===== src/rtl/vga_timing_pkg.sv =====
// Shared 640x480@60 timing constants, counter width and decode helpers for the VGA sync block.
package vga_timing_pkg;

    // Width of the pixel_x / pixel_y counters; totals must fit in this many bits.
    localparam int unsigned CNT_W     = 10;
    localparam int unsigned CNT_LIMIT = 1 << CNT_W;

    typedef logic [CNT_W-1:0] cnt_t;

    // Default 640x480@60 timing, in pixels and lines.
    localparam int unsigned H_DISPLAY_DEF = 640;
    localparam int unsigned H_FRONT_DEF   = 16;
    localparam int unsigned H_SYNC_DEF    = 96;
    localparam int unsigned H_BACK_DEF    = 48;
    localparam int unsigned V_DISPLAY_DEF = 480;
    localparam int unsigned V_FRONT_DEF   = 10;
    localparam int unsigned V_SYNC_DEF    = 2;
    localparam int unsigned V_BACK_DEF    = 33;

    localparam int unsigned H_TOTAL_DEF = H_DISPLAY_DEF + H_FRONT_DEF + H_SYNC_DEF + H_BACK_DEF;
    localparam int unsigned V_TOTAL_DEF = V_DISPLAY_DEF + V_FRONT_DEF + V_SYNC_DEF + V_BACK_DEF;

    // True when v lies in [lo, lo+len-1].
    function automatic logic in_window(cnt_t v, int unsigned lo, int unsigned len);
        return (32'(v) >= lo) && (32'(v) < lo + len);
    endfunction

endpackage


===== src/rtl/vga_sync_timing_if.sv =====
// Timing bundle between the sync generator (master) and a pixel consumer (slave).
interface vga_sync_timing_if;
    import vga_timing_pkg::*;

    logic enable;
    logic pixel_tick;
    cnt_t pixel_x;
    cnt_t pixel_y;
    logic hsync;
    logic vsync;
    logic video_on;
    logic frame_start;

    modport master (
        input  enable,
        output pixel_tick, pixel_x, pixel_y, hsync, vsync, video_on, frame_start
    );

    modport slave (
        output enable,
        input  pixel_tick, pixel_x, pixel_y, hsync, vsync, video_on, frame_start
    );

endinterface


===== src/rtl/pixel_tick_gen.sv =====
// Clock divider producing one pixel_tick strobe every TICK_DIV enabled clk cycles.
module pixel_tick_gen #(
    parameter int unsigned TICK_DIV = 2
) (
    input  logic clk,
    input  logic reset,
    input  logic enable,
    output logic pixel_tick
);

    localparam int unsigned DIV_W = (TICK_DIV > 1) ? $clog2(TICK_DIV) : 1;
    localparam logic [DIV_W-1:0] DIV_LAST = DIV_W'(TICK_DIV - 1);

    logic [DIV_W-1:0] div_q;
    logic [DIV_W-1:0] div_d;
    logic             at_last;

    assign at_last = (div_q == DIV_LAST);

    // Next divider value: count up while enabled, wrap after the last phase.
    always_comb begin
        div_d = div_q;
        if (enable) begin
            div_d = at_last ? '0 : div_q + DIV_W'(1);
        end
    end

    // Divider register with synchronous active-low reset.
    always_ff @(posedge clk) begin
        if (!reset) begin
            div_q <= '0;
        end else begin
            div_q <= div_d;
        end
    end

    // Gated by reset so TICK_DIV=1 cannot strobe while held in reset.
    assign pixel_tick = reset & enable & at_last;

endmodule


===== src/rtl/vga_sync_timing.sv =====
// VGA horizontal/vertical timing generator with registered, zero-latency sync decode.
module vga_sync_timing
    import vga_timing_pkg::*;
#(
    parameter int unsigned TICK_DIV  = 2,
    parameter int unsigned H_DISPLAY = H_DISPLAY_DEF,
    parameter int unsigned H_FRONT   = H_FRONT_DEF,
    parameter int unsigned H_SYNC    = H_SYNC_DEF,
    parameter int unsigned H_BACK    = H_BACK_DEF,
    parameter int unsigned V_DISPLAY = V_DISPLAY_DEF,
    parameter int unsigned V_FRONT   = V_FRONT_DEF,
    parameter int unsigned V_SYNC    = V_SYNC_DEF,
    parameter int unsigned V_BACK    = V_BACK_DEF
) (
    input logic               clk,
    input logic               reset,
    vga_sync_timing_if.master vga
);

    localparam int unsigned H_TOTAL = H_DISPLAY + H_FRONT + H_SYNC + H_BACK;
    localparam int unsigned V_TOTAL = V_DISPLAY + V_FRONT + V_SYNC + V_BACK;

    if (H_TOTAL > CNT_LIMIT || V_TOTAL > CNT_LIMIT) begin : g_bad_totals
        $error("vga_sync_timing: H_TOTAL/V_TOTAL exceed the 10-bit counter range");
    end

    if (TICK_DIV < 1) begin : g_bad_div
        $error("vga_sync_timing: TICK_DIV must be at least 1");
    end

    localparam cnt_t H_LAST = cnt_t'(H_TOTAL - 1);
    localparam cnt_t V_LAST = cnt_t'(V_TOTAL - 1);

    logic tick;
    logic line_end;
    logic frame_end;

    cnt_t x_q, x_d;
    cnt_t y_q, y_d;
    logic hsync_q, hsync_d;
    logic vsync_q, vsync_d;
    logic video_on_q, video_on_d;
    logic frame_start_q, frame_start_d;

    pixel_tick_gen #(
        .TICK_DIV (TICK_DIV)
    ) u_tick (
        .clk        (clk),
        .reset      (reset),
        .enable     (vga.enable),
        .pixel_tick (tick)
    );

    assign line_end  = (x_q == H_LAST);
    assign frame_end = line_end && (y_q == V_LAST);

    // Next counter values: x advances per tick, y only on the x wrap.
    always_comb begin
        x_d = x_q;
        y_d = y_q;
        if (tick) begin
            x_d = line_end ? '0 : x_q + cnt_t'(1);
            if (line_end) begin
                y_d = (y_q == V_LAST) ? '0 : y_q + cnt_t'(1);
            end
        end
    end

    // Decode from next-state counters so registered syncs line up with the counters.
    always_comb begin
        hsync_d       = !in_window(x_d, H_DISPLAY + H_FRONT, H_SYNC);
        vsync_d       = !in_window(y_d, V_DISPLAY + V_FRONT, V_SYNC);
        video_on_d    = (32'(x_d) < H_DISPLAY) && (32'(y_d) < V_DISPLAY);
        frame_start_d = tick && frame_end;
    end

    // Counters and sync decode; everything holds while enable is low.
    always_ff @(posedge clk) begin
        if (!reset) begin
            x_q        <= '0;
            y_q        <= '0;
            hsync_q    <= 1'b1;
            vsync_q    <= 1'b1;
            video_on_q <= 1'b0;
        end else if (vga.enable) begin
            x_q        <= x_d;
            y_q        <= y_d;
            hsync_q    <= hsync_d;
            vsync_q    <= vsync_d;
            video_on_q <= video_on_d;
        end
    end

    // One-shot frame marker; clears on any cycle without a frame wrap, including disabled ones.
    always_ff @(posedge clk) begin
        if (!reset) begin
            frame_start_q <= 1'b0;
        end else begin
            frame_start_q <= frame_start_d;
        end
    end

    assign vga.pixel_tick  = tick;
    assign vga.pixel_x     = x_q;
    assign vga.pixel_y     = y_q;
    assign vga.hsync       = hsync_q;
    assign vga.vsync       = vsync_q;
    assign vga.video_on    = video_on_q;
    assign vga.frame_start = frame_start_q;

endmodule


===== src/flat_wrapper.sv =====
// flat-port wrapper written by rule: the top's interface ports become plain ports
module vga_sync_timing_flat import vga_timing_pkg::*;
#(
    parameter int unsigned TICK_DIV  = 2,
    parameter int unsigned H_DISPLAY = H_DISPLAY_DEF,
    parameter int unsigned H_FRONT   = H_FRONT_DEF,
    parameter int unsigned H_SYNC    = H_SYNC_DEF,
    parameter int unsigned H_BACK    = H_BACK_DEF,
    parameter int unsigned V_DISPLAY = V_DISPLAY_DEF,
    parameter int unsigned V_FRONT   = V_FRONT_DEF,
    parameter int unsigned V_SYNC    = V_SYNC_DEF,
    parameter int unsigned V_BACK    = V_BACK_DEF
)
  (clk, reset, vga_enable, vga_pixel_tick, vga_pixel_x, vga_pixel_y, vga_hsync, vga_vsync, vga_video_on, vga_frame_start);
  vga_sync_timing_if vga_i ();
  input logic clk;
  input logic reset;
  input wire logic [$bits(vga_i.enable)-1:0] vga_enable;
  output wire logic [$bits(vga_i.pixel_tick)-1:0] vga_pixel_tick;
  output wire logic [$bits(vga_i.pixel_x)-1:0] vga_pixel_x;
  output wire logic [$bits(vga_i.pixel_y)-1:0] vga_pixel_y;
  output wire logic [$bits(vga_i.hsync)-1:0] vga_hsync;
  output wire logic [$bits(vga_i.vsync)-1:0] vga_vsync;
  output wire logic [$bits(vga_i.video_on)-1:0] vga_video_on;
  output wire logic [$bits(vga_i.frame_start)-1:0] vga_frame_start;
  assign vga_i.enable = vga_enable;
  assign vga_pixel_tick = vga_i.pixel_tick;
  assign vga_pixel_x = vga_i.pixel_x;
  assign vga_pixel_y = vga_i.pixel_y;
  assign vga_hsync = vga_i.hsync;
  assign vga_vsync = vga_i.vsync;
  assign vga_video_on = vga_i.video_on;
  assign vga_frame_start = vga_i.frame_start;
  vga_sync_timing #(.TICK_DIV(TICK_DIV), .H_DISPLAY(H_DISPLAY), .H_FRONT(H_FRONT), .H_SYNC(H_SYNC), .H_BACK(H_BACK), .V_DISPLAY(V_DISPLAY), .V_FRONT(V_FRONT), .V_SYNC(V_SYNC), .V_BACK(V_BACK)) u_core (.clk(clk), .reset(reset), .vga(vga_i));
endmodule

===== config.mk =====
export PLATFORM = sky130hd
export DESIGN_NAME = vga_sync_timing_flat
export DESIGN_NICKNAME = d
export VERILOG_FILES = /design/src/rtl/vga_timing_pkg.sv /design/src/rtl/vga_sync_timing_if.sv /design/src/rtl/pixel_tick_gen.sv /design/src/rtl/vga_sync_timing.sv /design/src/flat_wrapper.sv
export SDC_FILE = /design/constraint.sdc
export NUM_CORES = 1
export LEC_CHECK = 0
export BUFFER_PORTS_ARGS = -buffer_cell sky130_fd_sc_hd__buf_2
export CELL_PAD_IN_SITES_DETAIL_PLACEMENT = 0
export CELL_PAD_IN_SITES_GLOBAL_PLACEMENT = 1
export CORE_MARGIN = 2
export CORE_UTILIZATION = 43
export CTS_CLUSTER_DIAMETER = 60
export DETAILED_ROUTE_END_ITERATION = 8
export PLACE_DENSITY_LB_ADDON = 0.1
export SLEW_MARGIN = 20
export SYNTH_ARGS = -nofsm -noshare
export SYNTH_HDL_FRONTEND = slang
export SYNTH_HIERARCHICAL = 1
export SYNTH_SLANG_ARGS = --single-unit

===== constraint.sdc =====
create_clock -name clk -period 3.6 [get_ports clk]
set_clock_uncertainty 0.2 [all_clocks]
set_input_delay 0.72 -clock clk [delete_from_list [all_inputs] [get_ports clk]]
set_output_delay 0.72 -clock clk [all_outputs]
set_load 0.01 [all_outputs]

==> results.cfg, run 1 <==
[power]
p_comb_share_pct = 6.1
power_density_nw_per_um2 = 255
total_power_w = 0.000487
clkPwrFrac_pct = 35.4
p_switching_w = 0.000118
leakagePower_nw = 0.730
p_sw_share_pct = 24.3
seqPwrFrac_pct = 58.5
intPower_w = 0.000369
vdd_drop_max_mv = 0.145

[final_layout]
n_fill_cell = 413
antenna_cells = 0
nets = 258
final_area_um2 = 1910
area_growth_pct = 11.2
seqCellArea_um2 = 500
multi_input_area_um2 = 1110
drive_gt1_share_pct = 17.5

[yosys]
syn_area_um2 = 1720
ys_ff_latch = 25
syn_inst = 235
synth_ff_type = dfxtp_1
postSynthAreaPerCell_um2 = 7.31
synth_edf_count = 0
ys_types = 54
yosysWarningCount = 6
seq_area_frac_synth_pct = 29.1
async_flop_share_pct = 0
syn-num-nets = 241

[clock_tree]
path_clk_slew_ps = 100
cts_buffer_depth = 2
htree_levels = 1
cts_tree = built
cts.repair.resized = 0
post_cts_buffers = 0
cts-root-buf = clkbuf_8
clk_latency_ps = 270
clock-sinks = 25
ctsHoldBuffers = 0
cts_inserted_buffers = 3

[worst_setup_path]
crit_type = in2reg
cp-start-kind = primary input
critPathTopFamily = simple AND/OR/NAND/NOR gates
cp_slowest_cell = and3_1
path_buf_inv = 1
cp_cell_sequence = buf_2 -> and3_2 -> and4b_1 -> and3_1 -> a21oi_1 -> o32a_1 -> a31oi_1
worstPathArrival_ps = 2620
endpoint_kind = flip-flop
crit_required_ps = 3610
reg2reg_slack_ps = 1050
crit_fanout = 11
slowest_delay_ps = 410

[timing]
rsz0062_at_grt = false
worst_pin_slew_ps = 554
slew_violations = 0
whs_ps = 289
fin_crit_ps = 2610
finalSetupTns_ps = 0
finalHoldViolCount = 0
post-route-period-util_pct = 72.5
slew_headroom_pct = 62.9
setup_slack_ps = 991
setup_violations = 0
fmax_mhz = 383

[placed_design]
place_ws_ps = 708
dpl_cell_area_um2 = 1860
port_buffers = 27
place_congestion = 0.875
dp_hpwl_um = 3370

[grt]
grt_usage_pct = 21.8
grt_max_degree = 26
grt_overflow_total = 0
grt_first_pass_wirelength_um = 7440
antenna_found_initial = 0
grt_pass1_vias = 1513

[drt]
drcViolationCount = 0
drt-total-wl_um = 4640
drt_iter0_drc = 142
vias = 1758
drtAntennaViolNets = 0
wl_per_cell_um = 15.5
drt_first_pass_iters = 4
via_per_inst = 5.88

[worst_hold_path]
hold_path.class = reg2reg

[floorplan]
io_pins = 28
core_area_um2 = 3740
rows = 22
initial_core_util_pct = 45.9
dieArea_um2 = 4520
die_w_um = 67.2
die_h_um = 67.2

[status]
status = finished, final reports clean

[flow_run]
cap_violations = 0
==> layer usage <==
layer  global-route usage [%]  vias up  part of all wire, %
li1                         -      901                    -
met1                     28.7      817                   46
met2                     37.5       38                   50
met3                     3.83        2                  3.8
met4                     4.08        0                 0.47
met5                        0        -                    0
==> power by group through the flow <==
stage	sequential [W]	clock (W)	combinational, W
detailed placement	0.000291	0	0.0000299
global route	0.000286	0.000193	0.0000331
floorplan	0.000290	0	0.0000201
finish	0.000285	0.000172	0.0000298
CTS	0.000285	0.000181	0.0000300
global placement	0.000292	0	0.0000301
==> registers in the layout, indices dropped and copies added, names as in the netlist <==
register                count
u_core/vga.pixel_x         10
u_core/vga.pixel_y         10
u_core/u_tick/at_last       1
u_core/vga.frame_start      1
u_core/vga.hsync            1
u_core/vga.video_on         1
u_core/vga.vsync            1
==> final timing paths <==
path,from,depth (start not counted),end
setup / recovery,reset,7,u_core/vga.vsync
hold / removal,u_core/vga.video_on,1,u_core/vga.video_on
setup reg to reg,u_core/vga.pixel_y[1],6,u_core/vga.video_on
hold reg to reg,u_core/vga.video_on,1,u_core/vga.video_on
==> area by class of cell <==
cell class                      count  area share [%]
Clock inverter                      1           0.262
Tap cell                           48            3.14
Inverter                            7            1.38
Sequential cell                    25            26.2
Multi-Input combinational cell    184            58.2
Clock buffer                        3            2.16
Timing Repair Buffer               31            8.64
==> kinds of logic after synthesis <==
logic type / synth area share [%]
flops: 29.1
fa+ha+maj: 2.19
simple gates: 34.7
compound gates: 23.8
xor+xnor: 4.08
buf+inv: 6.12
==> synth_stat cells, types with 3 or more instances <==
library cell | count | share of area (%)
xor2_1 | 6 | 3.1
dfxtp_1 | 25 | 29
a211o_1 | 3 | 1.5
buf_2 | 4 | 1.2
o21ai_0 | 10 | 2.9
nor2_1 | 28 | 6.1
ha_1 | 3 | 2.2
nand4_1 | 10 | 3.6
and3_1 | 5 | 1.8
nand3_1 | 15 | 4.4
clkbuf_1 | 13 | 2.8
inv_1 | 6 | 1.3
and2_1 | 4 | 1.5
nor3_1 | 6 | 1.7
a31oi_1 | 7 | 2.5
nand2_1 | 24 | 5.2
a21oi_1 | 16 | 4.7
==> cell usage in the layout (no fill, tap or decap), types with 7 or more instances in the layout <==
| cell type | instances |
|---|---|
| dfxtp_1 | 25 |
| o21ai_0 | 10 |
| buf_2 | 27 |
| nor2_1 | 28 |
| nand2_1 | 24 |
| a31oi_1 | 7 |
| nand4_1 | 10 |
| a21oi_1 | 16 |
| nand3_1 | 15 |
==> through the flow <==
stage	utilization, %	std cells
global route	51.0	299
global placement	49.8	295
detailed placement	49.8	295
CTS	51.0	299
floorplan	-	235
finish	51.0	299
Power figures use the tool's default switching activity.
==> run 2, diff against run 1 <==
--- a/config.mk
+++ b/config.mk
@@ -5,11 +5,12 @@
 export SDC_FILE = /design/constraint.sdc
 export NUM_CORES = 1
 export LEC_CHECK = 0
+export ABC_AREA = 1
 export BUFFER_PORTS_ARGS = -buffer_cell sky130_fd_sc_hd__buf_2
 export CELL_PAD_IN_SITES_DETAIL_PLACEMENT = 0
 export CELL_PAD_IN_SITES_GLOBAL_PLACEMENT = 1
 export CORE_MARGIN = 2
-export CORE_UTILIZATION = 43
+export CORE_UTILIZATION = 38
 export CTS_CLUSTER_DIAMETER = 60
 export DETAILED_ROUTE_END_ITERATION = 8
 export PLACE_DENSITY_LB_ADDON = 0.1
==> constraint.sdc (replaced) <==
create_clock -name clk -period 2.51 [get_ports clk]
set_clock_uncertainty 0.2 [all_clocks]
set_input_delay 0.502 -clock clk [delete_from_list [all_inputs] [get_ports clk]]
set_output_delay 0.502 -clock clk [all_outputs]
set_load 0.01 [all_outputs]
==> results.cfg, run 2 <==
[power]
total_power_w = 0.000784
p_comb_share_pct = 13.8
leakagePower_nw = 0.869
seqPwrFrac_pct = 54.5
p_switching_w = 0.000221
vdd_drop_max_mv = 0.201
p_sw_share_pct = 28.2
clkPwrFrac_pct = 31.7
power_density_nw_per_um2 = 414
intPower_w = 0.000562

[clock_tree]
cts.repair.resized = 0
htree_levels = 1
clock-sinks = 25
clk_latency_ps = 270
ctsHoldBuffers = 0
post_cts_buffers = 0
cts_tree = built
cts-root-buf = clkbuf_8
cts_inserted_buffers = 3
cts_buffer_depth = 2
path_clk_slew_ps = 90

[flow_run]
cap_violations = 0

[grt]
grt_overflow_total = 0
grt_first_pass_wirelength_um = 7440
grt_max_degree = 25
antenna_found_initial = 0
grt_usage_pct = 18.5
grt_pass1_vias = 1617

[drt]
drcViolationCount = 0
via_per_inst = 4.97
drt_iter0_drc = 73
vias = 1711
drtAntennaViolNets = 0
drt_first_pass_iters = 4
wl_per_cell_um = 12.4
drt-total-wl_um = 4270

[worst_setup_path]
critPathTopFamily = simple AND/OR/NAND/NOR gates
slowest_delay_ps = 350
crit_fanout = 12
cp-start-kind = flip-flop
crit_type = reg2reg
endpoint_kind = flip-flop
path_buf_inv = 1
cp_slowest_cell = dfxtp_1
worstPathArrival_ps = 2150
crit_path_frequent_cell = nand2_1
cp_cell_sequence = nand2_1 -> nor2_1 -> buf_4 -> nand2_1 -> nor2_1 -> nand3_1 -> nor2_1 -> nand2_1 -> nand2_1 -> nand3_1 -> a21oi_1 -> nor2_1 -> nand2_1 -> a21oi_1
crit_required_ps = 2460

[floorplan]
initial_core_util_pct = 40.0
die_h_um = 69.6
die_w_um = 69.6
dieArea_um2 = 4850
io_pins = 28
rows = 23
core_area_um2 = 4090

[worst_hold_path]
hold_path.class = reg2reg

[yosys]
synth_top_area_share_pct = 30.6
yosysMostFrequentCell = nand2_1
ys_types = 28
yosys.area.top_type = dfxtp_1
async_flop_share_pct = 0
ys_ff_latch = 25
seq_area_frac_synth_pct = 30.6
syn_inst = 263
postSynthAreaPerCell_um2 = 6.22
syn-num-nets = 269
syn_area_um2 = 1640
synth_edf_count = 0
netlist_top_cells_area = dfxtp_1 (31%), nand2_1 (17%), inv_1 (8.0%)
synthTopCellsByCount = nand2_1 (75), inv_1 (35), nor2_1 (30), dfxtp_1 (25), nand3_1 (18)
synth_ff_type = dfxtp_1
yosysWarningCount = 6

[placed_design]
port_buffers = 27
placed_cells = 340
place_ws_ps = 61.0
place_congestion = 0.873
dp_hpwl_um = 3230

[timing]
setup_slack_ps = 316
fmax_mhz = 456
finalHoldViolCount = 0
slew_headroom_pct = 76.8
post-route-period-util_pct = 87.4
setup_violations = 0
finalSetupTns_ps = 0
fin_crit_ps = 2190
slew_violations = 0
worst_pin_slew_ps = 346
rsz0062_at_grt = false

[final_layout]
area_growth_pct = 15.7
nets = 301
drive_gt1_share_pct = 16.7
stdcell_count = 344
final_common_cell = nand2_1
antenna_cells = 0
final_cell_mix = nand2_1 (75), inv_1 (35), nor2_1 (30)

[status]
status = finished, final reports clean
[run 2: area by class of cell]
type	instances	area [um2]
Sequential cell	25	500
Timing Repair Buffer	32	173
Inverter	38	143
Fill cell	471	2190
Tap cell	50	62.6
Clock buffer	4	45.0
Multi-Input combinational cell	195	970
[run 2: path summary, 6_finish.rpt]
check                   startpoint  slack, ps                   to  cells past startpoint
max          u_core/u_tick/at_last        320  u_core/vga.video_on                     14
min               u_core/vga.hsync        270     u_core/vga.hsync                      2
max reg2reg  u_core/u_tick/at_last        320  u_core/vga.video_on                     14
min reg2reg       u_core/vga.hsync        270     u_core/vga.hsync                      2
[run 2: through the flow]
step | hold WS, ps | util (%) | cell area [um2]
after floorplan | 260 | - | 1640
after detailed placement | 248 | 45.2 | 1850
after CTS | 271 | 46.3 | 1890
after global routing | 302 | 46.3 | 1890
after global placement | 246 | 45.2 | 1850
final | 267 | 46.3 | 1890
[run 2: worst min-delay path, stage by stage (launching register included)]
cell	delay, ps
dfxtp_1	330
a21oi_1	60
nand2_1	50
[run 2: cells by family (layout without fill, tap and decap cells)]
logic type	after synthesis	in the layout	synth area share, %
AND/OR/NAND/NOR	148	148	41.3
buffers and inverters	43	74	10.2
AO/OA/AOI/OAI	39	39	13.0
flip-flops	25	25	30.6
XOR/XNOR	5	5	2.68
adder cells (fa/ha/maj)	3	3	2.29
[run 2: per-layer routing]
layer / track usage, % / wire, um / part of all wire [%] / vias to the layer above
met5: 0 / 0 / 0 / -
met4: 4.91 / 99 / 2.3 / 0
met3: 2.47 / 208 / 4.9 / 10
met2: 31.7 / 1890 / 44 / 51
met1: 24.4 / 2060 / 48 / 740
li1: - / - / - / 910
[run 2: power by group through the flow]
stage               registers, W  clock network (W)   logic, W
finish                  0.000427           0.000249   0.000108
global route            0.000431           0.000278   0.000123
CTS                     0.000428           0.000261   0.000109
detailed placement      0.000437                  0   0.000109
global placement        0.000437                  0   0.000110
floorplan               0.000439                  0  0.0000675
==> run 3, diff against run 2 <==
--- a/config.mk
+++ b/config.mk
@@ -10,7 +10,7 @@
 export CELL_PAD_IN_SITES_DETAIL_PLACEMENT = 0
 export CELL_PAD_IN_SITES_GLOBAL_PLACEMENT = 1
 export CORE_MARGIN = 2
-export CORE_UTILIZATION = 38
+export CORE_UTILIZATION = 29
 export CTS_CLUSTER_DIAMETER = 60
 export DETAILED_ROUTE_END_ITERATION = 8
 export PLACE_DENSITY_LB_ADDON = 0.1
==> results.cfg, run 3 (synthesized netlist as in run 2, its figures left out) <==
[final_layout]
stdcell_count = 366
final_common_cell = nand2_1
area_growth_pct = 17.4
drive_gt1_share_pct = 16.7
n_fill_cell = 651
final_cell_mix = nand2_1 (75), inv_1 (35), nor2_1 (30)
antenna_cells = 0
nets = 301

[worst_setup_path]
reg2reg_to = u_core/vga.vsync
crit_type = reg2reg
rr_worst_depth = 12
cp-endpoint = u_core/vga.vsync
endpoint_kind = flip-flop
cp-start-kind = flip-flop
reg2reg_from = u_core/vga.pixel_x[0]
crit_fanout = 6
crit_required_ps = 2480
reg2reg_slack_ps = 350
worstPathArrival_ps = 2120
cp-startpoint = u_core/vga.pixel_x[0]

[flow_run]
cap_violations = 0

[power]
leakagePower_nw = 0.868
power_density_nw_per_um2 = 408
vdd_drop_max_mv = 0.155

[clock_tree]
cts_inserted_buffers = 3
cts_tree = built
cts.repair.resized = 0
clock-sinks = 25
clk_latency_ps = 270
ctsHoldBuffers = 0
post_cts_buffers = 0
cts-root-buf = clkbuf_8
htree_levels = 1
cts_buffer_depth = 2
path_clk_slew_ps = 90

[placed_design]
place_congestion = 0.805
dp_hpwl_um = 3600
port_buffers = 27
placed_cells = 362

[drt]
vias = 1695
drcViolationCount = 0
drt-total-wl_um = 4700
wl_per_cell_um = 12.8
wl_met1_um = 2350
via_per_inst = 4.63
dr_wl_met3_um = 74
wl_met2_um = 2190
top_layer_used = met4
drt_first_pass_iters = 4
drtAntennaViolNets = 0
drt_iter0_drc = 72

[timing]
post-route-period-util_pct = 85.9
worst_pin_slew_ps = 335
setup_violations = 0
finalHoldViolCount = 0
rsz0062_at_grt = false
finalSetupTns_ps = 0
fmax_mhz = 464
slew_violations = 0
slew_headroom_pct = 77.5
fin_crit_ps = 2160

[grt]
grt_overflow_total = 0
antenna_found_initial = 0
grt_max_degree = 25
grt_first_pass_wirelength_um = 8070
grt_pass1_vias = 1710
grt_usage_pct = 16.4

[floorplan]
die_h_um = 79.1
rows = 27
die_w_um = 79.1
dieArea_um2 = 6260
core_area_um2 = 5470
initial_core_util_pct = 29.9
io_pins = 28

[status]
status = finished, final reports clean

[worst_hold_path]
hold_path.class = reg2reg
==> run 3: cell counts in the layout (fill, tap and decap cells not counted) <==
Identical to the previous run, type by type.
==> run 3: worst min-delay path by stage <==
stage / start / end / slack [ps] / depth (start not counted)
after CTS: u_core/vga.video_on / u_core/vga.video_on / 280 / 2
final: u_core/vga.video_on / u_core/vga.video_on / 280 / 2
after global routing: u_core/vga.video_on / u_core/vga.video_on / 290 / 2
after detailed placement: u_core/vga.hsync / u_core/vga.hsync / 260 / 2
after floorplan: u_core/u_tick/at_last / u_core/u_tick/at_last / 260 / 2
after global placement: u_core/vga.vsync / u_core/vga.vsync / 250 / 2
==> run 3: area by class of cell <==
type                       instances  area, um2  share of cell area (%)
multi-input combinational        195        970                    50.5
sequential                        25        500                    26.1
timing repair buffer              32        173                    8.99
inverter                          38        143                    7.43
tap                               72       90.1                    4.69
clock buffer                       4       45.0                    2.35
==> run 3: through the flow <==
stage               instance area, um2  util (%)  worst slack [ps]  hold WS, ps  total power [W]
floorplan                         1640         -               341          260         0.000507
global placement                  1880      34.3               215          251         0.000547
detailed placement                1880      34.3               164          262         0.000546
CTS                               1920      35.1               346          283         0.000797
global route                      1920      35.1              28.9          289         0.000836
finish                            1920      35.1               355          275         0.000784
==> run 3: power by group <==
part	internal, W	switching (W)	total [W]	leakage [nW]
clock	0.000114	0.000135	0.000249	0.0228
combinational	0.0000371	0.0000684	0.000105	0.641
sequential	0.000410	0.0000193	0.000430	0.204
==> run 3: worst max-delay path: stages, from the launching register on <==
cell and delay (ps):
dfxtp_1 420, ha_1 240, nand2_1 130, nor2_4 140, nand3_4 90, nor2_4 200, nand3_2 100, nand2_1 80
nand3_1 70, nor2_1 90, nand2_1 80, o21ai_1 130, nand2_1 70
==> run 3: per-layer routing <==
layer  global-route usage, %  vias to the layer above
li1                        -                      908
met2                    28.5                       27
met5                       0                        -
met3                    1.93                        8
met4                    6.38                        0
met1                    20.5                      752
